$ cat src/rtl/seq1010_pkg.sv
// Shared framing constants for the 1010 transmitter and its line-side consumers.
// The recognizer and any destuffing receiver reuse these definitions.
package seq1010_pkg;

    typedef enum logic [1:0] {
        IDLE,
        PRE,
        DATA,
        GAP
    } state_e;

    localparam logic [3:0] PREAMBLE         = 4'b1010;
    localparam logic [2:0] STUFF_TRIG       = 3'b101;
    localparam logic [2:0] HIST_AFTER_PRE   = 3'b010;
    localparam logic [2:0] HIST_AFTER_STUFF = 3'b011;

endpackage

$ cat src/rtl/seq1010_tx.sv
// Serial frame transmitter: preamble 1010, MSB-first payload with bit-stuffing
// after every 101, then GAP idle zeros. 1010 appears once per frame on the line.
module seq1010_tx #(
    parameter int DATA_W = 8,
    parameter int GAP    = 2
) (
    input  logic              clk,
    input  logic              rst_n,
    input  logic [DATA_W-1:0] data_in,
    input  logic              valid,
    output logic              ready,
    output logic              out,
    output logic              frame_done,
    output logic              busy
);
    import seq1010_pkg::*;

    localparam int CNT_W  = $clog2(DATA_W + 1);
    localparam int GCNT_W = $clog2(GAP + 1);

    state_e              state_q, state_d;
    logic [DATA_W-1:0]   shreg_q, shreg_d;
    logic [CNT_W-1:0]    cnt_q, cnt_d;
    logic [GCNT_W-1:0]   gap_q, gap_d;
    logic [1:0]          pre_q, pre_d;
    logic [2:0]          hist_q, hist_d;
    logic                out_q, out_d;
    logic                done_q, done_d;
    logic                data_bit;
    logic [2:0]          hist_shift;

    always_ff @(posedge clk or negedge rst_n) begin
        if (!rst_n) begin
            state_q <= IDLE;
            shreg_q <= '0;
            cnt_q   <= '0;
            gap_q   <= '0;
            pre_q   <= '0;
            hist_q  <= '0;
            out_q   <= 1'b0;
            done_q  <= 1'b0;
        end else begin
            state_q <= state_d;
            shreg_q <= shreg_d;
            cnt_q   <= cnt_d;
            gap_q   <= gap_d;
            pre_q   <= pre_d;
            hist_q  <= hist_d;
            out_q   <= out_d;
            done_q  <= done_d;
        end
    end

    always_comb begin
        state_d    = state_q;
        shreg_d    = shreg_q;
        cnt_d      = cnt_q;
        gap_d      = gap_q;
        pre_d      = pre_q;
        hist_d     = hist_q;
        out_d      = 1'b0;
        done_d     = 1'b0;
        data_bit   = shreg_q[DATA_W-1];
        hist_shift = {hist_q[1:0], shreg_q[DATA_W-1]};

        unique case (state_q)
            IDLE: begin
                if (valid) begin
                    shreg_d = data_in;
                    cnt_d   = CNT_W'(DATA_W);
                    out_d   = PREAMBLE[3];
                    pre_d   = 2'd1;
                    state_d = PRE;
                end
            end
            PRE: begin
                out_d = PREAMBLE[2'd3 - pre_q];
                pre_d = pre_q + 2'd1;
                if (pre_q == 2'd3) begin
                    hist_d  = HIST_AFTER_PRE;
                    state_d = DATA;
                end
            end
            DATA: begin
                // A stuff owed after the final data bit is still sent, so the
                // stuff test must precede the exit test.
                if (hist_q == STUFF_TRIG) begin
                    out_d  = 1'b1;
                    hist_d = HIST_AFTER_STUFF;
                    done_d = (cnt_q == '0);
                end else if (cnt_q == '0) begin
                    gap_d   = GCNT_W'(GAP - 1);
                    state_d = seq1010_pkg::GAP;
                end else begin
                    out_d   = data_bit;
                    shreg_d = shreg_q << 1;
                    cnt_d   = cnt_q - CNT_W'(1);
                    hist_d  = hist_shift;
                    done_d  = (cnt_q == CNT_W'(1)) && (hist_shift != STUFF_TRIG);
                end
            end
            seq1010_pkg::GAP: begin
                if (gap_q == '0) begin
                    state_d = IDLE;
                end else begin
                    gap_d = gap_q - GCNT_W'(1);
                end
            end
            default: state_d = IDLE;
        endcase
    end

    assign ready      = (state_q == IDLE);
    assign busy       = (state_q != IDLE);
    assign out        = out_q;
    assign frame_done = done_q;

endmodule

$ cat config.mk
export PLATFORM = sky130hd
export DESIGN_NAME = seq1010_tx
export DESIGN_NICKNAME = d
export VERILOG_FILES = /design/src/rtl/seq1010_pkg.sv /design/src/rtl/seq1010_tx.sv
export SDC_FILE = /design/constraint.sdc
export NUM_CORES = 1
export LEC_CHECK = 0
export ABC_AREA = 1
export BUFFER_PORTS_ARGS = -buffer_cell sky130_fd_sc_hd__buf_2
export CAP_MARGIN = 20
export CORE_MARGIN = 10
export CORE_UTILIZATION = 50
export CTS_CLUSTER_SIZE = 16
export DETAILED_ROUTE_END_ITERATION = 6
export PLACE_DENSITY = 0.74
export SYNTH_ARGS = -nofsm -noshare
export SYNTH_HDL_FRONTEND = slang
export SYNTH_SLANG_ARGS = --single-unit
$ cat constraint.sdc
create_clock -name clk -period 1.4 [get_ports clk]
set_input_delay 0.07 -clock clk [delete_from_list [all_inputs] [get_ports clk]]
set_output_delay 0.07 -clock clk [all_outputs]
set_load 0.01 [all_outputs]
==> reports/qor.yml, run 1 <==
power_and_ir_drop:
  peakVddDrop_mv: 1.985
  power.density_nw_per_um2: 2573
  leakage_nw: 0.9859
clock_tree:
  ctsRootBufferMaster: "clkbuf_4"
  cts_made_buffers: 3
  path_clk_slew_ns: 0.13
  clkLatencyLatePin_ns: 0.31
  cts_tree: "yes"
  cts_max_path_buffers: 2
  clock_sinks: 23
  htreeDepth: 1
place:
  globalplace.congestion: 0.8875
  pre_cts_slack_ns: -0.1396
  dp_hpwl_um: 2325
  io_buffers: 14
  postPlaceCellArea_um2: 1688
route:
  first_pass_iters: 4
  drt_wl_total_um: 3796
  viasPerCell: 5.429
  wl_per_cell_um: 16.29
  drt-initial-drc-count: 53
  final_antenna_net_count: 0
  dr_total_vias: 1265
  drc: 0
timing:
  setup_viol: 20
  worst_clock_skew_ns: 0.004291
  final_max_slew_viol_count: 0
  fin_crit_sh: 1.049
  finalHoldViolations: 0
  fin_crit_ns: 1.469
  rsz0062_at_grt: "true"
  setup_slack_ns: -0.06914
  worstMarginPinSlew_ns: 0.5353
  timing.fmax_mhz: 680.7
  whs_ns: 0.04176
  relSlewSlack: 0.6431
grt:
  antenna_found_initial: 0
  busiest_layer: "met2"
  grt_use_met1: 0.1472
  grt_use_met3: 0.02826
  overflow: 0
  grt_pass1_wl_um: 6037
  met2_usage: 0.2547
  grt_max_degree: 24
  grt.total_usage: 0.1385
  first_global_vias: 1336
yosys:
  syn_area_um2: 1453
  yosysSeqAreaShare: 0.3962
  netlist.top_cell.by_area: "dfrtp_1"
  syn-num-nets: 184
  synth-async-reset-ratio: 1.000
  netlist_top_cells_count: "35 x nand2_1, 23 x dfrtp_1, 16 x inv_1"
  yosys-top-cells-area: "dfrtp_1 40%, ha_1 11%, nand2_1 9.0%"
  netlist.area_leader.share: 0.3962
  synthFlopType: "dfrtp_1"
  syn_avg_cell_area_um2: 9.079
  yosysWarnings: 0
  synth.distinct_cells: 25
  synth_edf_count: 0
  yosysMostFrequentCell: "nand2_1"
  synth_cells: 160
  ys_seq_elements: 23
worst_setup_path:
  cp-start-kind: "register"
  endpoint_kind: "register"
  critPathKind: "register to register"
  arrival_ns: 1.71
  critPathMaxFanout: 6
  critPathRequiredTime_ns: 1.64
final_layout:
  diodes: 0
  final_core_util: 0.7309
  areaGrowthSynthToFinish_pct: 38.76
  nets: 227
  drive_gt1_frac: 0.4950
  fillers: 194
  stdcell_area_um2: 2016
outcome:
  status: "finished with violations"
  failed_checks: "setup timing"
run:
  maxCapViolCount: 0
floorplanning:
  core_area_um2: 2758
  pin_count: 15
  dieHeight_um: 73.90
  die_w_um: 73.90
  dieArea_um2: 5461
  rows: 19
  start_util: 0.5268
hold_path:
  hold_path_class: "primary input to register"
final timing paths:
check                                start          to  slack, ns  cells after the start
worst max-delay path            state_q[0]    gap_q[1]      -0.07                      7
worst min-delay path            data_in[7]  shreg_q[7]       0.04                      3
worst max register to register  state_q[0]    gap_q[1]      -0.07                      7
worst min register to register  shreg_q[5]  shreg_q[5]       0.51                      2
max in group asynchronous            rst_n  state_q[1]       0.76                      2
min in group asynchronous            rst_n  shreg_q[6]       0.25                      2
critical path, cell delays in order (launching register included):
cell and delay, ns:
dfrtp_1 0.42, inv_2 0.13, ha_4 0.22, nand4_1 0.20, buf_6 0.20, nand3_1 0.11, nand2_1 0.07, o21ai_0 0.06
cell usage in the layout, fill, tap and decap left out, types with 6 or more instances in the layout:
master	n
buf_2	12
buf_4	19
buf_6	6
dfrtp_1	22
ha_1	8
inv_1	14
mux2i_1	6
nand2_1	23
nand2_2	13
nand2_4	9
nand3_1	8
o21ai_2	11
power by group:
| group | switching (mW) | internal (mW) | total, mW |
|---|---|---|---|
| registers | 0.267 | 0.963 | 1.23 |
| clock network | 0.203 | 0.111 | 0.314 |
| logic | 2.01 | 1.63 | 3.64 |
| total | 2.48 | 2.71 | 5.19 |
kinds of logic after synthesis:
kind of cell,count (synthesis),synth area share
DFF,23,0.3962
and+or+nand+nor,70,0.2317
xor gates and xnor gates,1,0.006030
AOI/OAI and AO/OA,24,0.1206
muxes,7,0.04824
buffers and inverters,22,0.08527
adders and majority gates,13,0.1120
routing by layer:
| metal | share of wire | wire length, µm | up-vias |
|---|---|---|---|
| li1 | - | - | 609 |
| met1 | 0.39 | 1486 | 613 |
| met2 | 0.55 | 2070 | 35 |
| met3 | 0.038 | 146 | 8 |
| met4 | 0.024 | 92 | 0 |
| met5 | 0 | 0 | - |
layout make-up:
class / instances / area [µm²] / area share
Timing Repair Buffer: 39 / 300.3 / 0.1490
Clock buffer: 4 / 26.28 / 0.01304
Inverter: 18 / 80.08 / 0.03973
Sequential cell: 23 / 576.8 / 0.2862
Multi-Input combinational cell: 118 / 993.5 / 0.4929
Tap cell: 31 / 38.79 / 0.01924
through the flow:
step	cells	total power, mW	setup TNS (ns)
after floorplan	160	3.171	-0.3302
after global placement	219	3.537	-0.1510
after detailed placement	219	3.677	-1.470
after CTS	231	4.751	-0.09217
after global routing	233	5.591	-2.339
final	233	5.187	-0.7710
state kept, by name (all words and copies together) (netlist names):
signal / flops
state_q: 2
shreg_q: 8
frame_done: 1
gap_q: 2
pre_q: 2
hist_q: 3
cnt_q: 4
out: 1
repair_timing:
item	4_1_cts	5_1_grt
setup endpoints to repair	21	24
setup buffers	4	3
hold endpoints to repair	23	0
hold buffers	1	0
cloned	3	0
gates resized for setup	30	21
pin swaps	9	6
Note: power is estimated with default switching activity, not from simulation.
==> run 2: changes to the inputs <==
==> constraint.sdc (replaced) <==
create_clock -name clk -period 1.4 [get_ports clk]
set_input_delay 0.07 -clock clk [delete_from_list [all_inputs] [get_ports clk]]
set_output_delay 0.07 -clock clk [all_outputs]
set_load 0.02 [all_outputs]
==> run 2 against run 1 <==
  * The run still ends with setup timing left
  * Combinational power is 1% higher
  * Critical path depth decreased by 2
  * Power increased by 1.6%
  * Clock power is 12% higher
  * Critical endpoint is now busy
  * Largest power group unchanged
==> reports/qor.yml, run 2 (same netlist as run 1, synthesis figures left out) <==
outcome:
  status: "finished with violations"
  failed_checks: "setup timing"
floorplanning:
  dieArea_um2: 5461  # unchanged
  dieHeight_um: 73.90  # unchanged
  pin_count: 15  # unchanged
  core_area_um2: 2758  # unchanged
  rows: 19  # unchanged
  die_w_um: 73.90  # unchanged
  start_util: 0.5268  # unchanged
timing:
  worstMarginPinSlew_ns: 0.5459  # +0.01061 ns
  final_max_slew_viol_count: 0  # unchanged
  setup_slack_ns: -0.07453  # -0.005392 ns
  timing.fmax_mhz: 678.2  # -0.37%
  worst_clock_skew_ns: 0.002481  # -0.001811 ns
  fin_crit_ns: 1.475  # +0.005392 ns
  fin_tns_setup_ns: -1.033  # -0.2625 ns
  relSlewSlack: 0.6361  # -0.007072
  fin_crit_sh: 1.053  # +0.003852
  finalHoldViolations: 0  # unchanged
  rsz0062_at_grt: "true"
  setup_viol: 22  # +10%
worst_setup_path:
  r2r_start: "state_q[1]"
  crit_start: "state_q[1]"
  endpoint: "busy"
  critPathMaxFanout: 4  # -2
  critPathRequiredTime_ns: 1.33  # -0.31 ns
  cp-start-kind: "register"
  critPathKind: "register to output pin"
  r2r_slack_ns: -0.07  # about the same
  arrival_ns: 1.40  # -0.31 ns
  endpoint_kind: "output pin"
  worstRegToRegCells: 9  # +2
  r2r-end: "shreg_q[5]"
final_layout:
  layout_commonest_cell: "nand2_1"
  final_core_util: 0.7337  # +0.002722
  areaGrowthSynthToFinish_pct: 39.28
  final_cells: 234  # +0.43%
  top_register: "shreg_q"
  largest_reg_flops: 8  # unchanged
  drive_gt1_frac: 0.5123  # +0.01727
  final_cell_mix: "23 x nand2_1, 22 x dfrtp_1, 21 x buf_4"
  nets: 228  # +0.44%
  reg_top3: "shreg_q x8, cnt_q x4, hist_q x3"
  diodes: 0  # unchanged
place:
  dp_hpwl_um: 2310  # -0.62%
  globalplace.congestion: 0.8165  # -8.0%
  io_buffers: 14  # unchanged
  placed_cells: 218  # -0.46%
run:
  maxCapViolCount: 0  # unchanged
clock_tree:
  cts_made_buffers: 3  # unchanged
  cts_max_path_buffers: 2  # unchanged
  clock_sinks: 23  # unchanged
  path_clk_slew_ns: 0.14  # about the same
  clkLatencyLatePin_ns: 0.34  # +0.03 ns
  ctsRootBufferMaster: "clkbuf_4"
  cts_tree: "yes"
  htreeDepth: 1  # unchanged
grt:
  grt_pass1_wl_um: 6058  # +0.35%
  first_global_vias: 1319  # -1.3%
  overflow: 0  # unchanged
  grt_max_degree: 24  # unchanged
  grt.total_usage: 0.1409  # +0.002424
  antenna_found_initial: 0  # unchanged
route:
  drt_wl_total_um: 3940  # +3.8%
  drc: 0  # unchanged
  first_pass_iters: 4  # unchanged
  drt-initial-drc-count: 124  # +130%
  viasPerCell: 5.457  # +0.52%
  wl_per_cell_um: 16.84  # +3.3%
  final_antenna_net_count: 0  # unchanged
  dr_total_vias: 1277  # +0.95%
hold_path:
  hold_path_class: "primary input to register"
power_and_ir_drop:
  leakage_nw: 0.9768  # -0.92%
  peakVddDrop_mv: 2.032  # +2.4%
  power.density_nw_per_um2: 2605  # +1.2%
## run 2: cell types whose count changed in the layout (fill, tap and decap cells not counted), sizes merged
cell | before | now
dlygate4sd3 | 1 | 2
## run 2: timing repair
item                                   CTS  global route
setup endpoints to repair               20            24
gates resized for setup                 25            26
hold buffers                             2             0
endpoints found under the hold margin   24             0
pin swaps                               10             5
buffers inserted                         5             2
cloned                                   3             0
## run 2: routing by layer
metal | part of all wire | track usage | up-vias
li1 | - | - | 608
met1 | 0.41 | 0.1636 | 621
met2 | 0.52 | 0.2386 | 41
met3 | 0.044 | 0.03230 | 7
met4 | 0.026 | 0.06625 | 0
met5 | 0 | 0 | -
## run 2: layout make-up
class	count	area, µm²
Multi-Input combinational cell	118	998.5
Fill cell	179	734.5
Sequential cell	23	576.8
Timing Repair Buffer	40	302.8
Inverter	18	80.08
Tap cell	31	38.79
Clock buffer	4	26.28
## run 2: worst max-delay path: stages (launching register included)
cell and delay (ns):
dfrtp_2 0.51, inv_4 0.11, ha_4 0.16, inv_6 0.05, buf_6 0.12, buf_6 0.12
## run 2: where the power goes
part           switching, mW  leakage (nW)  internal [mW]
sequential             0.266         0.289          0.963
clock                  0.238        0.0150          0.112
combinational           2.09         0.673           1.60
total                   2.60         0.977           2.67
## run 2: worst min path at each step
stage / start / end / slack (ns) / cells after the start
finish: data_in[3] / shreg_q[3] / 0.02 / 3
global route: data_in[3] / shreg_q[3] / 0.03 / 3
CTS: data_in[5] / shreg_q[5] / 0.03 / 3
detailed placement: rst_n / frame_done / 0.08 / 1
global placement: rst_n / frame_done / 0.07 / 1
floorplan: rst_n / cnt_q[0] / -0.23 / 0
## run 2: metrics by stage
stage / worst slack, ns / hold WS [ns] / total power [mW] / cell area [µm²]
floorplan: -0.04014 / -0.2256 / 3.227 / 1508
global placement: -0.03123 / 0.06891 / 3.564 / 1684
detailed placement: -0.08691 / 0.07588 / 3.707 / 1684
CTS: -0.01955 / 0.02786 / 4.731 / 1909
global route: -0.1331 / 0.03024 / 5.606 / 2023
finish: -0.07453 / 0.01709 / 5.269 / 2023
